**src/rtl/exu_div_unit.sv**
```systemverilog
// Iterative radix-2 restoring divider serving the DIV/DIVU/REM/REMU request group.
// Latency: 1 cycle for divide-by-zero / signed overflow, otherwise 33 cycles from accept to valid.
// Backpressure: one op in flight; busy stalls dispatch, the result is held until wb ready, flush kills.
module exu_div_unit #(
  parameter int XLEN = 32,
  parameter int RD_W = 5
) (
  input  logic            clk,
  input  logic            rst_n,
  input  logic            req_div_i,
  input  logic [XLEN-1:0] div_op1_i,
  input  logic [XLEN-1:0] div_op2_i,
  input  logic            div_op_div_i,
  input  logic            div_op_divu_i,
  input  logic            div_op_rem_i,
  input  logic            div_op_remu_i,
  input  logic [RD_W-1:0] div_rd_i,
  input  logic            flush_i,
  output logic            div_busy_o,
  output logic            div_wb_valid_o,
  input  logic            div_wb_ready_i,
  output logic [XLEN-1:0] div_wb_data_o,
  output logic [RD_W-1:0] div_wb_rd_o
);

  localparam int CNT_W = $clog2(XLEN);

  localparam logic [1:0] ST_IDLE = 2'd0;
  localparam logic [1:0] ST_CALC = 2'd1;
  localparam logic [1:0] ST_DONE = 2'd2;

  localparam logic [XLEN-1:0]  MIN_NEG  = {1'b1, {(XLEN-1){1'b0}}};
  localparam logic [CNT_W-1:0] CNT_LAST = CNT_W'(XLEN-1);
  localparam logic [CNT_W-1:0] CNT_ONE  = CNT_W'(1);

  // Architectural state
  logic [1:0]      state_q,   state_d;
  logic [XLEN-1:0] dvd_q,     dvd_d;      // dividend shifting out, quotient shifting in
  logic [XLEN-1:0] dvs_q,     dvs_d;      // divisor magnitude
  logic [XLEN-1:0] rem_q,     rem_d;      // partial remainder
  logic [CNT_W-1:0] cnt_q,    cnt_d;
  logic            neg_q_q,   neg_q_d;
  logic            neg_r_q,   neg_r_d;
  logic            rem_sel_q, rem_sel_d;
  logic [RD_W-1:0] rd_q,      rd_d;
  logic [XLEN-1:0] result_q,  result_d;
  logic            valid_q,   valid_d;
  logic            busy_q,    busy_d;

  // Request decode (only meaningful in IDLE)
  logic            acc_signed;
  logic            acc_rem_sel;
  logic            acc_op2_zero;
  logic            acc_ovf;
  logic            acc_neg_q;
  logic            acc_neg_r;
  logic [XLEN-1:0] acc_abs1;
  logic [XLEN-1:0] acc_abs2;

  // One restoring iteration and the final sign fix-up
  logic [XLEN:0]   rem_shift;
  logic            trial_ge;
  logic [XLEN-1:0] rem_next;
  logic [XLEN-1:0] quo_next;
  logic [XLEN-1:0] quo_fix;
  logic [XLEN-1:0] rem_fix;

  // Decode the incoming op group; an asserted DIVU bit (or no bit at all) means unsigned quotient
  always_comb begin
    acc_signed   = (div_op_div_i | div_op_rem_i) & ~div_op_divu_i;
    acc_rem_sel  = (div_op_rem_i | div_op_remu_i) & ~div_op_divu_i;
    acc_op2_zero = (div_op2_i == '0);
    acc_ovf      = acc_signed & (div_op1_i == MIN_NEG) & (div_op2_i == '1);
    acc_neg_q    = acc_signed & (div_op1_i[XLEN-1] ^ div_op2_i[XLEN-1]) & ~acc_op2_zero;
    acc_neg_r    = acc_signed & div_op1_i[XLEN-1];
    acc_abs1     = (acc_signed & div_op1_i[XLEN-1]) ? (-div_op1_i) : div_op1_i;
    acc_abs2     = (acc_signed & div_op2_i[XLEN-1]) ? (-div_op2_i) : div_op2_i;
  end

  // Shift {rem, dvd} left one place and subtract the divisor when it fits
  always_comb begin
    rem_shift = {rem_q, dvd_q[XLEN-1]};
    trial_ge  = (rem_shift >= {1'b0, dvs_q});
    // When the trial fits, the true difference is below the divisor, so the low XLEN bits are exact.
    rem_next  = trial_ge ? (rem_shift[XLEN-1:0] - dvs_q) : rem_shift[XLEN-1:0];
    quo_next  = {dvd_q[XLEN-2:0], trial_ge};
    quo_fix   = neg_q_q ? (-quo_next) : quo_next;
    rem_fix   = neg_r_q ? (-rem_next) : rem_next;
  end

  // Next-state, operand capture and result formation
  always_comb begin
    state_d   = state_q;
    dvd_d     = dvd_q;
    dvs_d     = dvs_q;
    rem_d     = rem_q;
    cnt_d     = cnt_q;
    neg_q_d   = neg_q_q;
    neg_r_d   = neg_r_q;
    rem_sel_d = rem_sel_q;
    rd_d      = rd_q;
    result_d  = result_q;

    case (state_q)
      ST_IDLE: begin
        if (req_div_i && !flush_i) begin
          rd_d      = div_rd_i;
          rem_sel_d = acc_rem_sel;
          neg_q_d   = acc_neg_q;
          neg_r_d   = acc_neg_r;
          dvd_d     = acc_abs1;
          dvs_d     = acc_abs2;
          rem_d     = '0;
          cnt_d     = '0;
          if (acc_op2_zero) begin
            // Divide by zero: all-ones quotient, remainder is the raw dividend
            result_d = acc_rem_sel ? div_op1_i : '1;
            state_d  = ST_DONE;
          end else if (acc_ovf) begin
            // Most-negative / -1 overflows: quotient wraps to itself, remainder 0
            result_d = acc_rem_sel ? '0 : MIN_NEG;
            state_d  = ST_DONE;
          end else begin
            state_d = ST_CALC;
          end
        end
      end
      ST_CALC: begin
        if (flush_i) begin
          state_d = ST_IDLE;
        end else begin
          dvd_d = quo_next;
          rem_d = rem_next;
          cnt_d = cnt_q + CNT_ONE;
          if (cnt_q == CNT_LAST) begin
            result_d = rem_sel_q ? rem_fix : quo_fix;
            state_d  = ST_DONE;
          end
        end
      end
      ST_DONE: begin
        // Flush and ready both retire the result; a flush means it was never written back
        if (flush_i || div_wb_ready_i) begin
          state_d = ST_IDLE;
        end
      end
      default: begin
        state_d = ST_IDLE;
      end
    endcase

    valid_d = (state_d == ST_DONE);
    busy_d  = (state_d != ST_IDLE);
  end

  // State and datapath registers with asynchronous clear
  always_ff @(posedge clk or negedge rst_n) begin
    if (!rst_n) begin
      state_q   <= ST_IDLE;
      dvd_q     <= '0;
      dvs_q     <= '0;
      rem_q     <= '0;
      cnt_q     <= '0;
      neg_q_q   <= 1'b0;
      neg_r_q   <= 1'b0;
      rem_sel_q <= 1'b0;
      rd_q      <= '0;
      result_q  <= '0;
      valid_q   <= 1'b0;
      busy_q    <= 1'b0;
    end else begin
      state_q   <= state_d;
      dvd_q     <= dvd_d;
      dvs_q     <= dvs_d;
      rem_q     <= rem_d;
      cnt_q     <= cnt_d;
      neg_q_q   <= neg_q_d;
      neg_r_q   <= neg_r_d;
      rem_sel_q <= rem_sel_d;
      rd_q      <= rd_d;
      result_q  <= result_d;
      valid_q   <= valid_d;
      busy_q    <= busy_d;
    end
  end

  assign div_busy_o     = busy_q;
  assign div_wb_valid_o = valid_q;
  assign div_wb_data_o  = result_q;
  assign div_wb_rd_o    = rd_q;

endmodule

```
**config.mk**
```make
export PLATFORM = sky130hd
export DESIGN_NAME = exu_div_unit
export DESIGN_NICKNAME = d
export VERILOG_FILES = /design/src/rtl/exu_div_unit.sv
export SDC_FILE = /design/constraint.sdc
export NUM_CORES = 1
export LEC_CHECK = 0
export ABC_AREA = 1
export CORE_MARGIN = 8
export CORE_UTILIZATION = 55
export CTS_CLUSTER_DIAMETER = 150
export DETAILED_ROUTE_END_ITERATION = 6
export GPL_TIMING_DRIVEN = 0
export PLACE_DENSITY = 0.77
export SLEW_MARGIN = 10
export SYNTH_ARGS = -nofsm -noshare
export SYNTH_HDL_FRONTEND = slang
export SYNTH_SLANG_ARGS = --single-unit
```
**constraint.sdc**
```tcl
create_clock -name clk -period 5.14 [get_ports clk]
set_input_delay 0.514 -clock clk [delete_from_list [all_inputs] [get_ports clk]]
set_output_delay 0.514 -clock clk [all_outputs]
set_load 0.1 [all_outputs]
```
* Word-level counts from Yosys, hierarchy flattened *
Cells that the tools add are included.

operators by class
  $add $sub $neg = 6
  order comparisons = 1
  equal/unequal tests = 10
  multiplexer cells = 30
  bitwise gates (word level) = 13
  reduce and logical (&&, ||, !) cells = 10

operators with widths
  cell                                                                   number
  32-bit two-way mux                                                     17
  32-bit one-hot mux with 2 select lines                                 3
  32-bit negator                                                         4
  32-bit equality test, second input constant                            2
  33-bit by 32-bit >= comparator with 1-bit output                       1
  32-bit zero test                                                       1
  32-bit subtractor                                                      1
  2-bit two-way mux                                                      6
  5-bit two-way mux                                                      2
  5-bit one-hot mux with 2 select lines                                  1
  1-bit AND                                                              8
  2-bit inequality test, second input constant                           3
  2-bit one-hot mux with 3 select lines                                  1
  5-bit by 1-bit adder with 5-bit output, second input constant          1
  5-bit equality test, second input constant                             1
  5-bit AND reduction                                                    1
  2-bit equality test, second input constant                             2
  2-bit nonzero test                                                     2
  3-bit inequality test, second input constant                           1
  3-bit AND reduction                                                    1
  2-bit by 1-bit equality test with 1-bit output, second input constant  1
  2-bit zero test                                                        1
  1-bit NOT                                                              2
  1-bit bitwise OR                                                       2
  5 further kinds                                                        5

storage, ports and cells
  register bits = 145
  input bits = 78
  word-level logic and storage cells = 82

* Logic depth before layout (Yosys ltp) *
Gate-level depths: netlist of the first run.

  word-level depth = 9
  mapped depth = 30

* Worst setup path after synthesis of the first run *
Ideal clock, no wire load.

  kind = flip-flop to flip-flop
  start point = register rem_q[19]
  end point = register result_q[30], in the netlist div_wb_data_o[30]
  library setup time = 0.120 ns
  arrival = 3.516 ns
  required time = 5.020 ns
  setup slack = 1.505 ns
  cell stages (with the launch flop) = 28
  period minus slack after synthesis = 3.635 ns
  cell sequence = dfrtp_1 ha_1 a21oi_1 nand2_1 nand2_1 nand2_1 nand2_1 nand2_2 nor2_8 nand2_8 inv_2 buf_6 ha_1 nand3_1 nor3_1 nand3_1 nor3_1 nand2_1 nor2_1 a21oi_1 nor2_1 o21ai_0 o21ai_0 a21oi_1 nor2_1 nand2_1 nand2_1 nand2_1

between the ends
  cells in the longest elaborated chain, start to end = 8
  elaborated cells on any way between the ends = 11
  classes of those cells = add/sub: 3; order compare: 1; mux: 7

RTL lines
  what                                                                                   line    source
  start, declared                                                                        40      logic [XLEN-1:0] rem_q, rem_d;
  start signal, assigned                                                                 175     rem_q <= rem_d;
  32-bit subtractor or 33-bit by 32-bit >= comparator with 1-bit output (tied branches)  85, 83
  32-bit two-way mux                                                                     85      rem_next = trial_ge ? (rem_shift[XLEN-1:0] - dvs_q) : rem_shift[XLEN-1:0];
  32-bit negator                                                                         88      rem_fix = neg_r_q ? (-rem_next) : rem_next;
  32-bit two-way mux                                                                     88
  32-bit two-way mux (*)                                                                 136     result_d = rem_sel_q ? rem_fix : quo_fix;
  32-bit two-way mux (*)                                                                 135     if (cnt_q == CNT_LAST) begin
  32-bit two-way mux (*)                                                                 129     if (flush_i) begin
  32-bit one-hot mux with 2 select lines (*)                                             104     case (state_q)
  end signal, assigned                                                                   181     result_q <= result_d;
  end, declared                                                                          46      logic [XLEN-1:0] result_q, result_d;

Every way passes the cells marked *; elsewhere a longest branch is shown, timed or not. The select of a mux whose other input is x is not followed.
A chain may end at the register's enable or synchronous reset.

* Worst setup path after layout of the first run *
  start point = register dvs_q[20]
  end point = register result_q[30], in the netlist div_wb_data_o[30]

between the ends
  cells in the longest elaborated chain, start to end = 8
  elaborated cells on any way between the ends = 11
  classes of those cells = add/sub: 3; order compare: 1; mux: 7

RTL lines
  what                                                                                   line    source
  start, declared                                                                        39      logic [XLEN-1:0] dvs_q, dvs_d;
  start signal, assigned                                                                 174     dvs_q <= dvs_d;
  32-bit subtractor or 33-bit by 32-bit >= comparator with 1-bit output (tied branches)  85, 83
  32-bit two-way mux                                                                     85
  32-bit negator                                                                         88
  32-bit two-way mux                                                                     88
  32-bit two-way mux (*)                                                                 136
  32-bit two-way mux (*)                                                                 135
  32-bit two-way mux (*)                                                                 129
  32-bit one-hot mux with 2 select lines (*)                                             104

Marks and branches as above.

==> results of run 1 <==
[synth_stat cells, types with 5 or more instances]
cell	count
ha_1	39
nand2_1	602
nand3b_1	5
inv_1	260
buf_6	5
xor2_1	51
o21ai_1	17
or2_2	5
nor2_1	199
o21ai_0	163
o221ai_1	17
a21oi_1	103
buf_1	8
nand2_2	25
o211ai_1	13
nand4_1	27
o21bai_1	7
a31oi_1	7
o22ai_1	10
xnor2_1	12
nor2_2	12
clkbuf_1	45
inv_2	16
nand3_1	140
nor3_2	7
nor3_1	30
dfrtp_1	145
o21ai_2	6
[worst max-delay path: cells and delay by family, from the launching register on]
kind | cells | cell delay (ns)
AO/OA/AOI/OAI | 5 | 0.82
flip-flops | 1 | 0.38
adder cells (fa/ha/maj) | 2 | 0.53
buffers and inverters | 3 | 0.44
AND/OR/NAND/NOR | 18 | 2.42
[layer usage]
layer	global-route usage (%)	share of wire (%)
met4	10.9	2.8
met5	0	0.072
met2	49.1	43
met3	8.77	11
met1	43.8	43
[cell families (layout without fill, tap and decap cells)]
logic type	after synthesis	after routing	synth area share (%)
AO/OA/AOI/OAI	356	356	15.7
XOR/XNOR	63	63	4.38
adder cells (fa/ha/maj)	40	40	4.04
buffers and inverters	342	491	10.6
flip-flops	145	145	28.8
other	0	1	0
AND/OR/NAND/NOR	1069	1069	36.4
[final timing paths]
kind	start	cells after the start	end	slack [ns]
hold reg to reg	div_wb_rd_o[3]	2	div_wb_rd_o[3]	0.47
setup / recovery	dvs_q[20]	28	div_wb_data_o[30]	0.43
hold / removal	div_wb_rd_o[3]	2	div_wb_rd_o[3]	0.47
min in group asynchronous	rst_n	2	div_wb_rd_o[3]	0.57
setup reg to reg	dvs_q[20]	28	div_wb_data_o[30]	0.43
max in group asynchronous	rst_n	3	dvd_q[27]	3.73
[registers in the layout (all words and copies together), names as in the netlist]
register and flops:
div_busy_o 1, neg_q_q 1, neg_r_q 1, div_wb_data_o 32
rem_sel_q 1, div_wb_valid_o 1, div_wb_rd_o 5, dvd_q 32
rem_q 32, cnt_q 5, state_q 2, dvs_q 32
[power by group]
| part | internal (uW) | switching [uW] |
|---|---|---|
| Clock | 730 | 571 |
| Sequential | 1460 | 273 |
| Combinational | 1780 | 4440 |
[cell type report]
cell class                      instances  area (um^2)
Clock buffer                           17          425
Tap cell                              285          357
Antenna cell                            1         2.50
Clock inverter                         14          169
Timing Repair Buffer                  118         1200
Sequential cell                       145         3630
Multi-Input combinational cell       1528         7630
Fill cell                            2157         7820
Inverter                              279         1050
Buffer                                 63          285
[stage by stage]
stage	std cells	hold WS (ns)	cell area, um^2	setup TNS (ns)	setup WS, ns
after floorplan	2015	0.218	12600	0	1.50
after global placement	2416	0.454	14100	-348.73	-2.43
after detailed placement	2417	0.434	14100	0	0.545
after CTS	2449	0.482	14700	0	0.504
after global routing	2449	0.494	14700	0	0.0298
final	2450	0.474	14700	0	0.426
[what timing repair did]
item	in CTS	in global routing
endpoints found under the setup margin	0	1
gates resized for setup	0	1
hold endpoints to repair	44	0
hold buffers	1	0
==> results.md, run 1 <==
- Pins over their slew limit: 0
- Post-synth EDFFs: 0
- RSZ-0062 raised after global routing: no
- Synthesis-to-finish area growth: 17.2%
- Core area: 22600 um^2
- Final cell utilization of the core: about two thirds
- Post-synthesis cell count: 2015
- Starting Density: 55.8%
- Most common cell after layout, fill and taps aside: nand2_1
- Nets: 2270
- Least-Margin Pin Slew: 1.22 ns
- Leakage: 0.00735 uW
- Routability cong.: 1.00
- Die X: 167 um
- CTS Sinks: 145
- CP required: 5.47 ns
- Worst-Skew Late Latency: 0.44 ns
- Crit-path max cell delay: 0.38 ns
- Row cnt: 55
- Share of the synthesized area in the top cell type: 28.8%
- TritonCTS clock tree: yes
- DIE AREA: 28000 um^2
- Die height: approximately 170 um
- Clock Skew: between 0.01 and 0.015 ns
- Share of cells above drive strength 1: roughly 6.0%
- Fmax: 212 MHz
- Initial DRT Pass Iterations: 7
- Cell taking the most area after synthesis: dfrtp_1
- Top_reg_cell synth: dfrtp_1
- Critical path class: reg -> reg
- Final setup vio count: 0
- Syn_nets: 2133
- Asr flop ratio synth: 100%
- Most frequent cells in the layout: nand2_1, inv_1, nor2_1
- Via count: 14100
- Status: complete, no violations
- Minimum clock period: 4.71 ns
- YS warnings: 0
- Worst-path clk slew: 0.07 ns
- Max Fanout on Critical Path: 10
- DP HPWL: between 30000 and 40000 um
- ANT nets after route: 0
- First-pass GRT wire length: 71700 um
- Sequential area share after synthesis: between 20% and 30%
- IO Count: 117
- Startpoint types: flop
- Number of port buffers: around 120
- Slowest CP cell: dfrtp_1
- Mapped Area: 12600 um^2
- Pwr dens: 627 nW/um^2
- CTS max path bufs: 2
- Final Hold Fails: 0
- WP data arrival: 5.05 ns
- Worst hold path class: reg -> reg
- Initial antenna violation count: 3
- Most frequent CP cell: nand2_1
- Post-CTS Setup Bufs: 0
- DR WL/cell: about 19 um
- Synth Register Bits: 145
- # DRC: 0
- Final worst path period share: 91.7%
- Max_cap viols: 0
- Power, Total: 9250 uW
- Post-Route WL: 45800 um
- CP endpoint kind: flop
- CTS root buffer: clkbuf_16
- Global Route Usage Sum: approximately 32%
- Initial drt markers: 1682
- Max VDD drop: 0.406 mV
- Number of global-route vias before repair: about 13000
- Largest net degree at the start of global routing: 102
- Library cells used by synthesis: 48
- H-tree lvl count: 4
- Synth top area cells: dfrtp_1, nand2_1, inv_1
- Cts bufs inserted: 17
- Via density: 5.75
- Avg Inst Size Synth: 6.25 um^2
- Worst slew margin: 18.5%
- Gr ovfl total: 0
Power figures use the tool's default switching activity.
==> run 2: changes to the inputs <==
==> constraint.sdc (replaced) <==
create_clock -name clk -period 5.14 [get_ports clk]
set_input_delay 0.514 -clock clk [delete_from_list [all_inputs] [get_ports clk]]
set_output_delay 0.514 -clock clk [all_outputs]
set_load 0.005 [all_outputs]
==> results of run 2 <==
Same layout as run 1 (identical final DEF). Status: complete, no violations.
Main changes from that run: total power 9250 uW -> 8570 uW; worst IR drop on VDD 0.406 mV -> 0.404 mV
==> run 3: changes to the inputs <==
--- a/config.mk
+++ b/config.mk
@@ -12,7 +12,7 @@
 export DETAILED_ROUTE_END_ITERATION = 6
 export GPL_TIMING_DRIVEN = 0
 export PLACE_DENSITY = 0.77
-export SLEW_MARGIN = 10
+export SLEW_MARGIN = 15
 export SYNTH_ARGS = -nofsm -noshare
 export SYNTH_HDL_FRONTEND = slang
 export SYNTH_SLANG_ARGS = --single-unit
==> results.md, run 3 (synthesis results as in run 1) <==
- Antenna Cells: 0
- Worst reg2reg setup slack: 0.45 ns
- Hold Path Cell Cnt: 2
- DIE AREA: roughly 28000 um^2
- Via density: 5.76
- Leakage: 0.00735 uW
- Power, Total: 8560 uW
- Starting Density: 55.8%
- Slowest CP cell: dfrtp_1
- Via count: 14100
- Most common cell after layout, fill and taps aside: nand2_1
- Number of port buffers: 116
- ANT nets after route: 0
- Number of global-route vias before repair: ~13000
- # fillers: 2157
- First-pass GRT wire length: 71700 um
- Nets: 2271
- WP data arrival: 5.02 ns
- Minimum clock period: 4.69 ns
- Routability cong.: 1.00
- Share of cells above drive strength 1: 6.05%
- # DRC: 0
- Initial DRT Pass Iterations: 7
- Max VDD drop: 0.404 mV
- Most frequent cells in the layout: nand2_1, inv_1, nor2_1
- Status: complete, no violations
- Worst-Skew Late Latency: around 0.44 ns
- Final cell utilization of the core: between 60% and 70%
- Core area: 22600 um^2
- Worst slew margin: a little over two fifths
- Global Route Usage Sum: about a third
- Pwr dens: 580 nW/um^2
- H-tree lvl count: 4
- Reg2Reg Capture Point: div_wb_data_o[30]
- CTS root buffer: clkbuf_16
- Initial drt markers: 1628
- Crit-path max cell delay: 0.38 ns
- Critical path class: reg -> reg
- Die X: roughly 170 um
- Largest net degree at the start of global routing: 102
- Die height: between 150 and 200 um
- Final Hold Fails: 0
- DP HPWL: 36600 um
- CTS Sinks: between 100 and 150
- Hold Path End: div_wb_rd_o[3]
- Synthesis-to-finish area growth: 17.2%
- Worst R2R Path Depth: 28
- Clock Skew: roughly 0.014 ns
- Max_cap viols: 0
- DR WL/cell: roughly 19 um
- Cts bufs inserted: 17
- Post-CTS Setup Bufs: 0
- Worst-path clk slew: 0.07 ns
- Row cnt: 55
- Worst Hold Launch: div_wb_rd_o[3]
- Most frequent CP cell: nand2_1
- Gr ovfl total: 0
- TritonCTS clock tree: yes
- Post-Route WL: 45700 um
- Max Fanout on Critical Path: 10
- CTS max path bufs: 2
- Least-Margin Pin Slew: 0.867 ns
- Initial antenna violation count: 3
- CP endpoint kind: flop
- Startpoint types: flop
- Fmax: ~210 MHz
- RR Startpoint: dvs_q[20]
- Final setup vio count: 0
- Worst hold path class: reg -> reg
- Final worst path period share: 91.2%
- IO Count: around 120
- Pins over their slew limit: 0
- CP required: between 5 and 6 ns
- RSZ-0062 raised after global routing: no
-- run 3: cell types whose count changed in the layout (fill, tap and decap cells not counted), sizes merged --
cell	change
diode	-1
buf	+1
-- run 3: layout make-up --
type                       count  area, um^2  area share [%]
multi-input combinational   1528        7630            51.7
tap                          285         357            2.42
inverter                     279        1050            7.10
sequential                   145        3630            24.6
clock buffer                  17         425            2.88
clock inverter                14         169            1.14
timing repair buffer         119        1210            8.21
buffer                        63         285            1.93
-- run 3: through the flow --
stage	area, um^2	hold WS (ns)	worst slack [ns]	std cells	TNS, ns
2_1_floorplan	12600	0.218	1.51	2015	0
3_3_place_gp	14100	0.454	-2.43	2416	-348.73
3_5_place_dp	14100	0.434	0.545	2417	0
4_1_cts	14700	0.482	0.504	2449	0
5_1_grt	14800	0.494	0.0298	2450	0
6_report	14800	0.474	0.454	2450	0
-- run 3: how the worst max path moves through the flow --
stage	startpoint	to	slack [ns]	cells past startpoint
after floorplan	rem_q[19]	div_wb_data_o[30]	1.51	27
after global placement	rst_n	div_wb_data_o[21]	-2.43	1
after detailed placement	dvs_q[20]	div_wb_data_o[30]	0.55	28
after CTS	dvs_q[20]	div_wb_data_o[30]	0.50	28
after global routing	dvs_q[20]	div_wb_data_o[30]	0.03	28
final	dvs_q[20]	div_wb_data_o[30]	0.45	28
-- run 3: report_power, final --
| part | internal, uW | total, uW | switching (uW) |
|---|---|---|---|
| Clock | 730 | 1300 | 571 |
| Sequential | 1460 | 1730 | 272 |
| Combinational | 1780 | 5530 | 3750 |
| Total | 3970 | 8560 | 4590 |
-- run 3: critical path, delay by kind of cell (launching register included) --
family | cells | cell delay [ns]
AOI/OAI and AO/OA | 5 | 0.81
adders and majority gates | 2 | 0.53
buffers and inverters | 3 | 0.45
DFF | 1 | 0.38
and+or+nand+nor | 18 | 2.41
-- run 3: what timing repair did --
item                                   CTS  global route
hold buffers                             1             0
setup endpoints to repair                0             1
gates resized for setup                  0             1
endpoints found under the hold margin   44             0
-- run 3: routing by layer --
| metal | global-route usage, % | wire [um] |
|---|---|---|
| met1 | 43.8 | 19800 |
| met3 | 8.77 | 5120 |
| met2 | 49.1 | 19500 |
| met4 | 10.9 | 1260 |
| met5 | 0 | 33 |
